--- src/rtl/bcd_to_bin.sv ---
// Sequential packed-BCD to binary converter (reverse double-dabble).
// Each iteration shifts the combined {bcd, binary} register right by one,
// then pulls every BCD nibble that reads >= 8 back down by 3. After BIN_W
// iterations the binary field holds the value and the BCD field is empty.
// Level start / ready handshake: ready stays high in DONE until start drops.
module bcd_to_bin #(
    parameter int NDIGITS = 4,
    parameter int BIN_W   = 14,
    parameter int DP_W    = 12
) (
    input  logic                   clk,
    input  logic                   reset,
    input  logic                   start,
    input  logic [4*NDIGITS-1:0]   bcd,
    output logic [BIN_W-1:0]       binary,
    output logic                   ovf,
    output logic                   err,
    output logic                   ready
);

    localparam int BCD_W = 4 * NDIGITS;
    localparam int SR_W  = BCD_W + BIN_W;
    localparam int CNT_W = $clog2(BIN_W + 1);

    localparam logic [CNT_W-1:0] CNT_INIT = CNT_W'(BIN_W);
    // Largest value the downstream datapath can carry.
    localparam logic [63:0]      DP_MAX   = (64'd1 << DP_W) - 64'd1;

    typedef enum logic [2:0] {
        IDLE  = 3'd0,
        LOAD  = 3'd1,
        SHIFT = 3'd2,
        SUB3  = 3'd3,
        DONE  = 3'd4
    } state_t;

    state_t             state;
    logic [SR_W-1:0]    sr;
    logic [CNT_W-1:0]   cnt;

    // Per-nibble correction after a right shift: a digit that picked up the
    // weight-8 bit from its upper neighbour really gained 5, not 8, so take 3
    // back. No borrow crosses nibble boundaries.
    function automatic logic [BCD_W-1:0] sub3_all(input logic [BCD_W-1:0] field);
        logic [BCD_W-1:0] res;
        logic [3:0]       nib;
        res = field;
        for (int i = 0; i < NDIGITS; i++) begin
            nib = field[4*i +: 4];
            if (nib >= 4'd8) begin
                nib = nib - 4'd3;
            end
            res[4*i +: 4] = nib;
        end
        return res;
    endfunction

    // True when any nibble of the packed input is not a decimal digit.
    function automatic logic bad_digit(input logic [BCD_W-1:0] field);
        logic bad;
        bad = 1'b0;
        for (int i = 0; i < NDIGITS; i++) begin
            if (field[4*i +: 4] > 4'd9) begin
                bad = 1'b1;
            end
        end
        return bad;
    endfunction

    // True when the converted value does not fit the DP_W-bit datapath.
    function automatic logic exceeds_dp(input logic [BIN_W-1:0] value);
        return 64'(value) > DP_MAX;
    endfunction

    // Conversion FSM with registered result and handshake outputs.
    always_ff @(posedge clk) begin
        if (reset) begin
            state  <= IDLE;
            sr     <= '0;
            cnt    <= '0;
            binary <= '0;
            ovf    <= 1'b0;
            err    <= 1'b0;
            ready  <= 1'b0;
        end else begin
            case (state)
                IDLE: begin
                    ready <= 1'b0;
                    if (start) begin
                        state <= LOAD;
                    end
                end

                LOAD: begin
                    sr  <= {bcd, {BIN_W{1'b0}}};
                    cnt <= CNT_INIT;
                    if (bad_digit(bcd)) begin
                        binary <= '0;
                        ovf    <= 1'b0;
                        err    <= 1'b1;
                        ready  <= 1'b1;
                        state  <= DONE;
                    end else begin
                        state <= SHIFT;
                    end
                end

                SHIFT: begin
                    sr    <= sr >> 1;
                    cnt   <= cnt - 1'b1;
                    state <= SUB3;
                end

                SUB3: begin
                    sr[SR_W-1:BIN_W] <= sub3_all(sr[SR_W-1:BIN_W]);
                    if (cnt == '0) begin
                        binary <= sr[BIN_W-1:0];
                        ovf    <= exceeds_dp(sr[BIN_W-1:0]);
                        err    <= 1'b0;
                        ready  <= 1'b1;
                        state  <= DONE;
                    end else begin
                        state <= SHIFT;
                    end
                end

                DONE: begin
                    if (start) begin
                        ready <= 1'b1;
                    end else begin
                        ready <= 1'b0;
                        state <= IDLE;
                    end
                end

                default: begin
                    state <= IDLE;
                    ready <= 1'b0;
                end
            endcase
        end
    end

endmodule

--- config.mk ---
export PLATFORM = sky130hd
export DESIGN_NAME = bcd_to_bin
export DESIGN_NICKNAME = d
export VERILOG_FILES = /design/src/rtl/bcd_to_bin.sv
export SDC_FILE = /design/constraint.sdc
export NUM_CORES = 1
export LEC_CHECK = 0
export ABC_CLOCK_PERIOD_IN_PS = 3250
export BUFFER_PORTS_ARGS = -buffer_cell sky130_fd_sc_hd__buf_2
export CAP_MARGIN = 10
export CORE_UTILIZATION = 45
export CTS_BUF_LIST = sky130_fd_sc_hd__clkbuf_8
export DETAILED_ROUTE_END_ITERATION = 12
export HOLD_SLACK_MARGIN = 0.12
export PLACE_DENSITY = 0.65
export SKIP_LAST_GASP = 1
export SYNTH_ARGS = -nofsm -noshare
export SYNTH_HDL_FRONTEND = slang
export SYNTH_SLANG_ARGS = --single-unit
--- constraint.sdc ---
create_clock -name clk -period 3.25 [get_ports clk]
set_input_delay 0.65 -clock clk [delete_from_list [all_inputs] [get_ports clk]]
set_output_delay 0.65 -clock clk [all_outputs]
set_load 0.05 [all_outputs]
==> metrics.sh, run 1 <==
WORST_PIN_SLEW_PS=977.8
NETLIST.AREA_LEADER.SHARE_PCT=36.99
CORE_AREA_SQ_UM=6096
ENDPOINT_KIND='flop'
SYNTHESIS.NETS=389
ANTENNA_VIOLATIONS_BEFORE_REPAIR=0
ANTENNA_CELLS=0
FRACTION_OF_FINAL_LAYOUT_CELLS_SIZED_BEYOND_DRIVE_STRENGTH_1_PCT=16.09
SYNTH_COMMON_CELLS='sky130_fd_sc_hd__dfxtp_1, sky130_fd_sc_hd__nor2_1, sky130_fd_sc_hd__nor3_1'
FIRST_PASS_GRT_WIRE_LENGTH_UM=11520
SYN_AREA_PER_CELL_SQ_UM=8.119
TIMING.HOLD.WORST.START='binary[0]'
MOST_NUMEROUS_CELL_IN_THE_YOSYS_NETLIST='sky130_fd_sc_hd__dfxtp_1'
POST-ROUTE-PERIOD-UTIL_PCT=74.56
HOLDWS_PS=492.3
POST-ROUTE-DRC-COUNT=0
WORST_SETUP_PATH_STARTPOINT='cnt[0]'
P_LEAK_nW=1.185
CP.REQUIRED_PS=3410
GRT_UTIL_ALL_LAYERS_PCT=22.07
MAX-CLOCK-PATH-BUFFERS=2
SYNTH.AREA.MUX_SHARE_PCT=3.125
CLK_ROOT_BUFFER_CELL='sky130_fd_sc_hd__clkbuf_8'
CRITICAL_PATH_CELL_BY_CELL='inv_1 -> ha_1 -> or3b_1 -> and2_1 -> a2111oi_0 -> nor3_1'
SYNTHESIS.INSTANCES=360
ROWS=28
CRITPATHLAUNCHTYPE='flop'
SYNTH.YOSYS.WARNINGS=0
POST_SYNTHESIS_ASYNC_SET_OR_RESET_FLOP_SHARE_PCT=0
VIAS_PER_CELL=5.778
SLEW-LIMIT-HEADROOM_PCT=34.81
DIE_AREA_SQ_UM=6821
POST_DRT_WL_PER_CELL_UM=15.29
UTILIZATION_PCT=52.73
RSZ_0062_RAISED_AFTER_GLOBAL_ROUTING='false'
POSTCTSHOLDBUFS=0
CTS.REPAIR_TIMING.SETUP_BUFFER_COUNT=0
FINALMAXSLEWVIOLATIONS=0
MAX_CAP_VIOLATIONS=0
CTS-BUFFERS-INSERTED=5
FLOORPLAN.INITIALDENSITY_PCT=47.95
YS_FF_LATCH=54
CRITICAL_PATH.SLOWEST_CELL='sky130_fd_sc_hd__or3b_1'
AREA.GROWTH.SYNTH_TO_FINAL_PCT=9.974
SYNTH.YOSYS.SEQ_AREA_SHARE_PCT=36.99
PIN_COUNT=36
DR.FIRST_ITER.DRC_COUNT=152
WORSTPATHARRIVAL_PS=2580
PORTBUFFERS=35
HP-CLASS='reg -> reg'
FINALHOLDVIOLATIONS=0
PLACE_HPWL_UM=4699
ROUTE.VIAS.TOTAL=2623
TIMING.CLOCK.SKEW_PS=6.127
CTSHTREEMAXLEVEL=2
POSTROUTEANTENNANETS=0
SOURCE_TO_SINK_CLOCK_DELAY_AT_THE_LATER_PIN_OF_THE_WORST_SKEW_PAIR_PS=310
SYNTH_ADDER_AREA_SHARE_PCT=4.281
ROUTABILITYCONGESTION=0.8090
SYNTH_ENABLE_FLOP_CELLS=0
WORST_IR_DROP_VDD_V=0.0002471
CP_MAX_FO=18
PATH_CLASS='reg -> reg'
POWER_DENSITY_OVER_THE_CELLS_nW_PER_UM2=433.1
SETUP_TNS_PS=0
FIRST_PASS_ITERS=4
NFILLCELLS=606
SYNTH.LIB_CELLS_USED.DISTINCT=44
TRITONCTS='yes'
CLOCK_SINK_COUNT=54
COMBINATIONAL_FAMILY_WITH_THE_MOST_AREA_AFTER_SYNTHESIS='compound AO/OA/AOI/OAI gates'
FIRST_GLOBAL_VIAS=2472
POST-SYNTH-TOP-AREA-CELL='sky130_fd_sc_hd__dfxtp_1'
COMPOUND_GATE_FRACTION_OF_SYNTH_AREA_PCT=27.01
DIE_HEIGHT_UM=82.59
DESIGN.FINAL.NETS=408
DIE_WIDTH_UM=82.59
POST-ROUTE-MIN-PERIOD_PS=2423
GRT_OVERFLOW_TOTAL=0
SYNTH.CELL_AREA_SQ_UM=2923
TOTALWIRELENGTH_UM=6943
SYNTH-SIMPLE-AREA-SHARE_PCT=20.12
PARITY_GATE_SHARE_OF_THE_SYNTHESIZED_AREA_COUNTING_XOR_AND_XNOR_CELLS_PCT=0
POSTCTSRESIZEDCELLS=0
MAX_FREQ_MHz=412.7
SYNTH_AREA_LEADERS='sky130_fd_sc_hd__dfxtp_1, sky130_fd_sc_hd__nor2_1, sky130_fd_sc_hd__nor3_1'
CRIT_PATH_MAX_INCR_DELAY_PS=600
CLK_PIN_SLEW_WORST_PATHS_PS=100
GRT_START_MAX_NET_PINS=55
SETUP_VIOL_COUNT_FINAL=0
RUN_STATUS='completed'
REG2REG_FROM='cnt[0]'
SYNTH_TOP_FLOP_CELL='sky130_fd_sc_hd__dfxtp_1'
## path summary, 6_finish.rpt
check                            endpoint  slack [ps]  depth (start not counted)
worst max-delay path            binary[7]         830                          6
worst min register to register  binary[0]         490                          2
worst min-delay path            binary[0]         490                          2
worst max register to register  binary[7]         830                          6
## cells by family after synthesis
family	Yosys count
buf+inv	59
compound gates	105
simple gates	123
flops	54
mux	9
fa+ha+maj	10
## power by group
group / switching, mW / internal [mW]
sequential: 0.0332 / 0.684
combinational: 0.127 / 0.0825
clock: 0.219 / 0.247
## metrics by stage
step | setup WS (ps) | power, mW | std cells | area (sq um)
global route | 611.5 | 1.458 | 454 | 3214
finish | 826.8 | 1.392 | 454 | 3214
floorplan | 1370 | 0.8909 | 360 | 2923
global placement | 944.9 | 0.9367 | 447 | 3102
CTS | 834.8 | 1.402 | 454 | 3214
detailed placement | 830.2 | 0.9412 | 447 | 3102
## critical path: cells and delay by family, from the launching register on
kind	cells	cell delay (ps)
DFF	1	360
adders and majority gates	1	130
AOI/OAI and AO/OA	1	470
buffers and inverters	1	90
and+or+nand+nor	3	1220
## layer usage
layer,track usage (%),wire [um],vias to the layer above,part of all wire [%]
li1,-,-,1318,-
met1,26.55,3111,1239,45
met2,39.50,3454,59,50
met3,4.286,278,7,4.0
met4,6.552,98,0,1.4
met5,0,0,-,0
## final cells by class
type,instances,area (sq um),share of cell area [%]
clock buffer,6,82.58,2.569
multi-input combinational,247,1594,49.59
sequential,54,1081,33.63
timing repair buffer,41,220.2,6.851
inverter,30,112.6,3.503
tap,75,93.84,2.919
clock inverter,1,30.03,0.9342
## cell usage in the layout (no fill, tap or decap), drive strengths merged, types with 2 or more instances in the layout
cell      n
a2111oi  15
a22oi    16
a2bb2oi   2
o21ai    18
nor3b     4
clkbuf    6
dfxtp    54
and3      5
nor2     47
nor4      3
nor2b     6
a221oi    2
ha       10
a21oi    24
nor3     32
mux2i     8
nand2    16
nand2b    3
o2bb2ai   2
buf      41
inv      30
nand3     2
a211o    14
a211oi    5
## registers in the layout, summed over array words and instances (netlist names)
signal	count
sr	30
binary	14
cnt	4
state	3
err	1
ovf	1
ready	1
Note: power is estimated with default switching activity, not from simulation.
==> run 2: changes to the inputs <==
--- a/config.mk
+++ b/config.mk
@@ -5,14 +5,15 @@
 export SDC_FILE = /design/constraint.sdc
 export NUM_CORES = 1
 export LEC_CHECK = 0
-export ABC_CLOCK_PERIOD_IN_PS = 3250
+export ABC_AREA = 1
+export ABC_CLOCK_PERIOD_IN_PS = 2200
 export BUFFER_PORTS_ARGS = -buffer_cell sky130_fd_sc_hd__buf_2
 export CAP_MARGIN = 10
 export CORE_UTILIZATION = 45
 export CTS_BUF_LIST = sky130_fd_sc_hd__clkbuf_8
 export DETAILED_ROUTE_END_ITERATION = 12
 export HOLD_SLACK_MARGIN = 0.12
-export PLACE_DENSITY = 0.65
+export PLACE_DENSITY = 0.68
 export SKIP_LAST_GASP = 1
 export SYNTH_ARGS = -nofsm -noshare
 export SYNTH_HDL_FRONTEND = slang
==> constraint.sdc (replaced) <==
create_clock -name clk -period 2.2 [get_ports clk]
set_input_delay 0.44 -clock clk [delete_from_list [all_inputs] [get_ports clk]]
set_output_delay 0.44 -clock clk [all_outputs]
set_load 0.05 [all_outputs]
==> run 2 against run 1 <==
Compared with the run above: clock skew increased by 7.3 ps; non-clock buffer count up 4; combinational power up 110%; routed wire length decreased by 13%; die area is 7.1% lower; sequential power grew 53%; design area shrank 5.6%; worst hold slack worse by 82 ps; clock power is 27% higher; global-route usage decreased by 0.28 points; maximum frequency up 52%; critical path type unchanged; largest power group unchanged.
==> metrics.sh, run 2 <==
RUN_STATUS='completed'  # unchanged
HOLDWS_PS=410.5  # was 492.3 ps
FIRST_PASS_GRT_WIRE_LENGTH_UM=10770  # was 11520 um
PIN_COUNT=36  # unchanged
TIMING.REG2REG.WORST_PATH_DEPTH=7  # was 6
DR.FIRST_ITER.DRC_COUNT=111  # was 152
WORSTPATHARRIVAL_PS=1840  # was 2580 ps
ENDPOINT_KIND='flop'  # unchanged
CTS-BUFFERS-INSERTED=5  # unchanged
DIE_AREA_SQ_UM=6334  # was 6821 sq um
POST-ROUTE-DRC-COUNT=0  # unchanged
MOST_NUMEROUS_CELL_IN_THE_YOSYS_NETLIST='sky130_fd_sc_hd__nand2_1'  # was sky130_fd_sc_hd__dfxtp_1
SOURCE_TO_SINK_CLOCK_DELAY_AT_THE_LATER_PIN_OF_THE_WORST_SKEW_PAIR_PS=310  # about the same
FINAL_COMMON_CELL='sky130_fd_sc_hd__nand2_1'  # was sky130_fd_sc_hd__dfxtp_1
FINALHOLDVIOLATIONS=0  # unchanged
GRT_OVERFLOW_TOTAL=0  # unchanged
CLK_PIN_SLEW_WORST_PATHS_PS=100  # about the same
FRACTION_OF_FINAL_LAYOUT_CELLS_SIZED_BEYOND_DRIVE_STRENGTH_1_PCT=15.65  # was 16.09%
SYNTH-SIMPLE-AREA-SHARE_PCT=25.54  # was 20.12%
POST-ROUTE-WORST-SETUP-SLACK_PS=609.1  # was 826.8 ps
POWER_DENSITY_OVER_THE_CELLS_nW_PER_UM2=706.0  # was 433.1 nW/um^2
ROUTE.VIAS.TOTAL=2556  # was 2623
UTILIZATION_PCT=53.80  # was 52.73%
CLOCK_SINK_COUNT=54  # unchanged
CORE_AREA_SQ_UM=5642  # was 6096 sq um
SETUP_VIOL_COUNT_FINAL=0  # unchanged
FIRST_GLOBAL_VIAS=2323  # was 2472
FF2FF_SETUP_SLACK_PS=610  # was 830 ps
POST_DRT_WL_PER_CELL_UM=12.14  # was 15.29 um
PORTBUFFERS=35  # unchanged
DESIGN.FINAL.NETS=456  # was 408
GRT_START_MAX_NET_PINS=32  # was 55
DIE_WIDTH_UM=79.59  # was 82.59 um
SYNTH_COMMON_CELLS='sky130_fd_sc_hd__nand2_1, sky130_fd_sc_hd__a21oi_1, sky130_fd_sc_hd__dfxtp_1'  # was sky130_fd_sc_hd__dfxtp_1, sky130_fd_sc_hd__nor2_1, sky130_fd_sc_hd__nor3_1
CRITPATHLAUNCHTYPE='flop'  # unchanged
PATH_CLASS='reg -> reg'  # unchanged
POST-SYNTH-TOP-AREA-CELL='sky130_fd_sc_hd__dfxtp_1'  # unchanged
SYNTHESIS.INSTANCES=395  # was 360
GRT_UTIL_ALL_LAYERS_PCT=21.78  # was 22.07%
PARITY_GATE_SHARE_OF_THE_SYNTHESIZED_AREA_COUNTING_XOR_AND_XNOR_CELLS_PCT=0.9700  # was 0%
COMPOUND_GATE_FRACTION_OF_SYNTH_AREA_PCT=20.09  # was 27.01%
SYNTH_TOP_FLOP_CELL='sky130_fd_sc_hd__dfxtp_1'  # unchanged
DIE_HEIGHT_UM=79.59  # was 82.59 um
SYNTH_ADDER_AREA_SHARE_PCT=4.619  # was 4.281%
CTSHTREEMAXLEVEL=2  # unchanged
LARGEST_REGISTER_FF_COUNT=30  # unchanged
POST-ROUTE-PERIOD-UTIL_PCT=72.31  # was 74.56%
HP-CLASS='in -> reg'  # was reg -> reg
CTS.REPAIR_TIMING.SETUP_BUFFER_COUNT=0  # unchanged
NFILLCELLS=582  # was 606
DETAIL_ROUTE.WIRELENGTH.MET1_UM=3129  # was 3111 um
SYNTH.YOSYS.WARNINGS=0  # unchanged
MULTI_INPUT_AREA_SQ_UM=1391  # was 1594 sq um
ROUTED-WL-MET2_UM=2580  # was 3454 um
SYNTHESIS.NETS=424  # was 389
CP_MAX_FO=16  # was 18
SYNTH_ENABLE_FLOP_CELLS=0  # unchanged
REGISTERS_WITH_THE_HIGHEST_FLIP_FLOP_COUNTS='sr x30, binary x14, cnt x4'  # unchanged
MAX_CAP_VIOLATIONS=0  # unchanged
CLK_ROOT_BUFFER_CELL='sky130_fd_sc_hd__clkbuf_8'  # unchanged
ANTENNA_CELLS=0  # unchanged
COMBINATIONAL_FAMILY_WITH_THE_MOST_AREA_AFTER_SYNTHESIS='simple AND/OR/NAND/NOR gates'  # was compound AO/OA/AOI/OAI gates
FIRST_PASS_ITERS=4  # unchanged
TIMING.CLOCK.SKEW_PS=13.39  # was 6.127 ps
MOST-COMMON-LAYOUT-CELLS='sky130_fd_sc_hd__nand2_1, sky130_fd_sc_hd__a21oi_1, sky130_fd_sc_hd__dfxtp_1'  # was sky130_fd_sc_hd__dfxtp_1, sky130_fd_sc_hd__nor2_1, sky130_fd_sc_hd__buf_2
POSTROUTEANTENNANETS=0  # unchanged
POST_SYNTHESIS_ASYNC_SET_OR_RESET_FLOP_SHARE_PCT=0  # unchanged
ROWS=27  # was 28
POSTCTSRESIZEDCELLS=0  # unchanged
FLOORPLAN.INITIALDENSITY_PCT=48.02  # was 47.95%
ANTENNA_VIOLATIONS_BEFORE_REPAIR=0  # unchanged
HOLDPATHEND='sr[27]'  # was binary[0]
MAX_FREQ_MHz=628.6  # was 412.7 MHz
TIMING.HOLD.WORST.START='bcd[13]'  # was binary[0]
POST-PLACE-WS_PS=644.9  # was 830.2 ps
TOTALWIRELENGTH_UM=6072  # was 6943 um
CRITICAL_PATH.REG2REG.ENDPOINT='sr[25]'  # was binary[7]
POST-ROUTE-MIN-PERIOD_PS=1591  # was 2423 ps
AREA.GROWTH.SYNTH_TO_FINAL_PCT=12.06  # was 9.974%
P_LEAK_nW=1.278  # was 1.185 nW
SYNTH.CELL_AREA_SQ_UM=2709  # was 2923 sq um
SYNTH.LIB_CELLS_USED.DISTINCT=25  # was 44
MAX-CLOCK-PATH-BUFFERS=2  # unchanged
FF_LATCH_AREA_SQ_UM=1081  # unchanged
WORSTHOLDPATHCELLS=3  # was 2
SYNTH.AREA.MUX_SHARE_PCT=0  # was 3.125%
YS_FF_LATCH=54  # unchanged
RSZ_0062_RAISED_AFTER_GLOBAL_ROUTING='false'  # unchanged
WORST_IR_DROP_VDD_V=0.0003633  # was 0.0002471 V
SLEW-LIMIT-HEADROOM_PCT=74.31  # was 34.81%
WL_MET3_UM=288  # was 278 um
CP.REQUIRED_PS=2450  # was 3410 ps
REG2REG_FROM='state[0]'  # was cnt[0]
VIAS_PER_CELL=5.112  # was 5.778
ROUTABILITYCONGESTION=0.7910  # was 0.8090
NETLIST.AREA_LEADER.SHARE_PCT=39.91  # was 36.99%
MAXUSEDROUTINGLAYER='met4'  # unchanged
TRITONCTS='yes'  # unchanged
SYN_AREA_PER_CELL_SQ_UM=6.858  # was 8.119 sq um
PLACE_HPWL_UM=4389  # was 4699 um
SYNTH.YOSYS.SEQ_AREA_SHARE_PCT=39.91  # was 36.99%
POSTCTSHOLDBUFS=0  # unchanged
MAX_FLOP_REGISTER='sr'  # unchanged
FINALMAXSLEWVIOLATIONS=0  # unchanged
SETUP_TNS_PS=0  # unchanged
WORST_PIN_SLEW_PS=381.4  # was 977.8 ps
SYNTH_AREA_LEADERS='sky130_fd_sc_hd__dfxtp_1, sky130_fd_sc_hd__nand2_1, sky130_fd_sc_hd__a21oi_1'  # was sky130_fd_sc_hd__dfxtp_1, sky130_fd_sc_hd__nor2_1, sky130_fd_sc_hd__nor3_1
-- run 2: cell types whose count changed after synthesis, moves of 14 or more --
cell | previous run | this run
sky130_fd_sc_hd__nand2_1 | 16 | 97
sky130_fd_sc_hd__a21oi_1 | 24 | 66
sky130_fd_sc_hd__nor3_1 | 32 | 1
sky130_fd_sc_hd__nand3_1 | 2 | 28
sky130_fd_sc_hd__a211o_1 | 14 | 0
sky130_fd_sc_hd__a22oi_1 | 16 | 2
-- run 2: area by class of cell --
cell class | instances | share of cell area [%]
multi-input cells | 288 | 45.84
flip-flops and latches | 54 | 35.61
repair buffers | 45 | 8.244
inverters | 33 | 4.081
well taps | 72 | 2.968
clock buffers | 6 | 2.721
clock inverters | 2 | 0.5359
-- run 2: stage by stage --
step	cell area (sq um)	std cells	total power, mW
after floorplan	2709	395	1.464
after global placement	2937	492	1.563
final	3035	500	2.143
after detailed placement	2937	492	1.572
after global routing	3035	500	2.271
after CTS	3035	500	2.171
-- run 2: cell families after synthesis --
group,count (synthesis)
XOR/XNOR,3
AND/OR/NAND/NOR,170
buffers and inverters,53
flip-flops,54
adder cells (fa/ha/maj),10
AO/OA/AOI/OAI,105
-- run 2: worst max-delay path by stage --
stage                     end  cells after the start  slack (ps)     start
floorplan           binary[0]                      8         870    cnt[0]
global placement    binary[6]                      9         650   bcd[15]
detailed placement     sr[25]                      7         640  state[0]
CTS                    sr[25]                      7         610  state[0]
global route           sr[19]                      7         450  state[1]
finish                 sr[25]                      7         610  state[0]
-- run 2: power by group --
| group | switching, mW | internal (mW) |
|---|---|---|
| sequential | 0.0562 | 1.05 |
| clock | 0.334 | 0.260 |
| combinational | 0.302 | 0.145 |
-- run 2: critical path, stage by stage, from the launching register on --
cell,delay [ps]
sky130_fd_sc_hd__dfxtp_1,490
sky130_fd_sc_hd__inv_2,140
sky130_fd_sc_hd__nor2_2,180
sky130_fd_sc_hd__buf_4,250
sky130_fd_sc_hd__nand2_1,70
sky130_fd_sc_hd__o21ai_0,160
sky130_fd_sc_hd__nand3_1,80
sky130_fd_sc_hd__a21oi_1,140
-- run 2: routing by layer --
| layer | track usage (%) | up-vias |
|---|---|---|
| li1 | - | 1352 |
| met1 | 30.48 | 1142 |
| met2 | 33.33 | 57 |
| met3 | 4.343 | 5 |
| met4 | 7.091 | 0 |
| met5 | 0 | - |
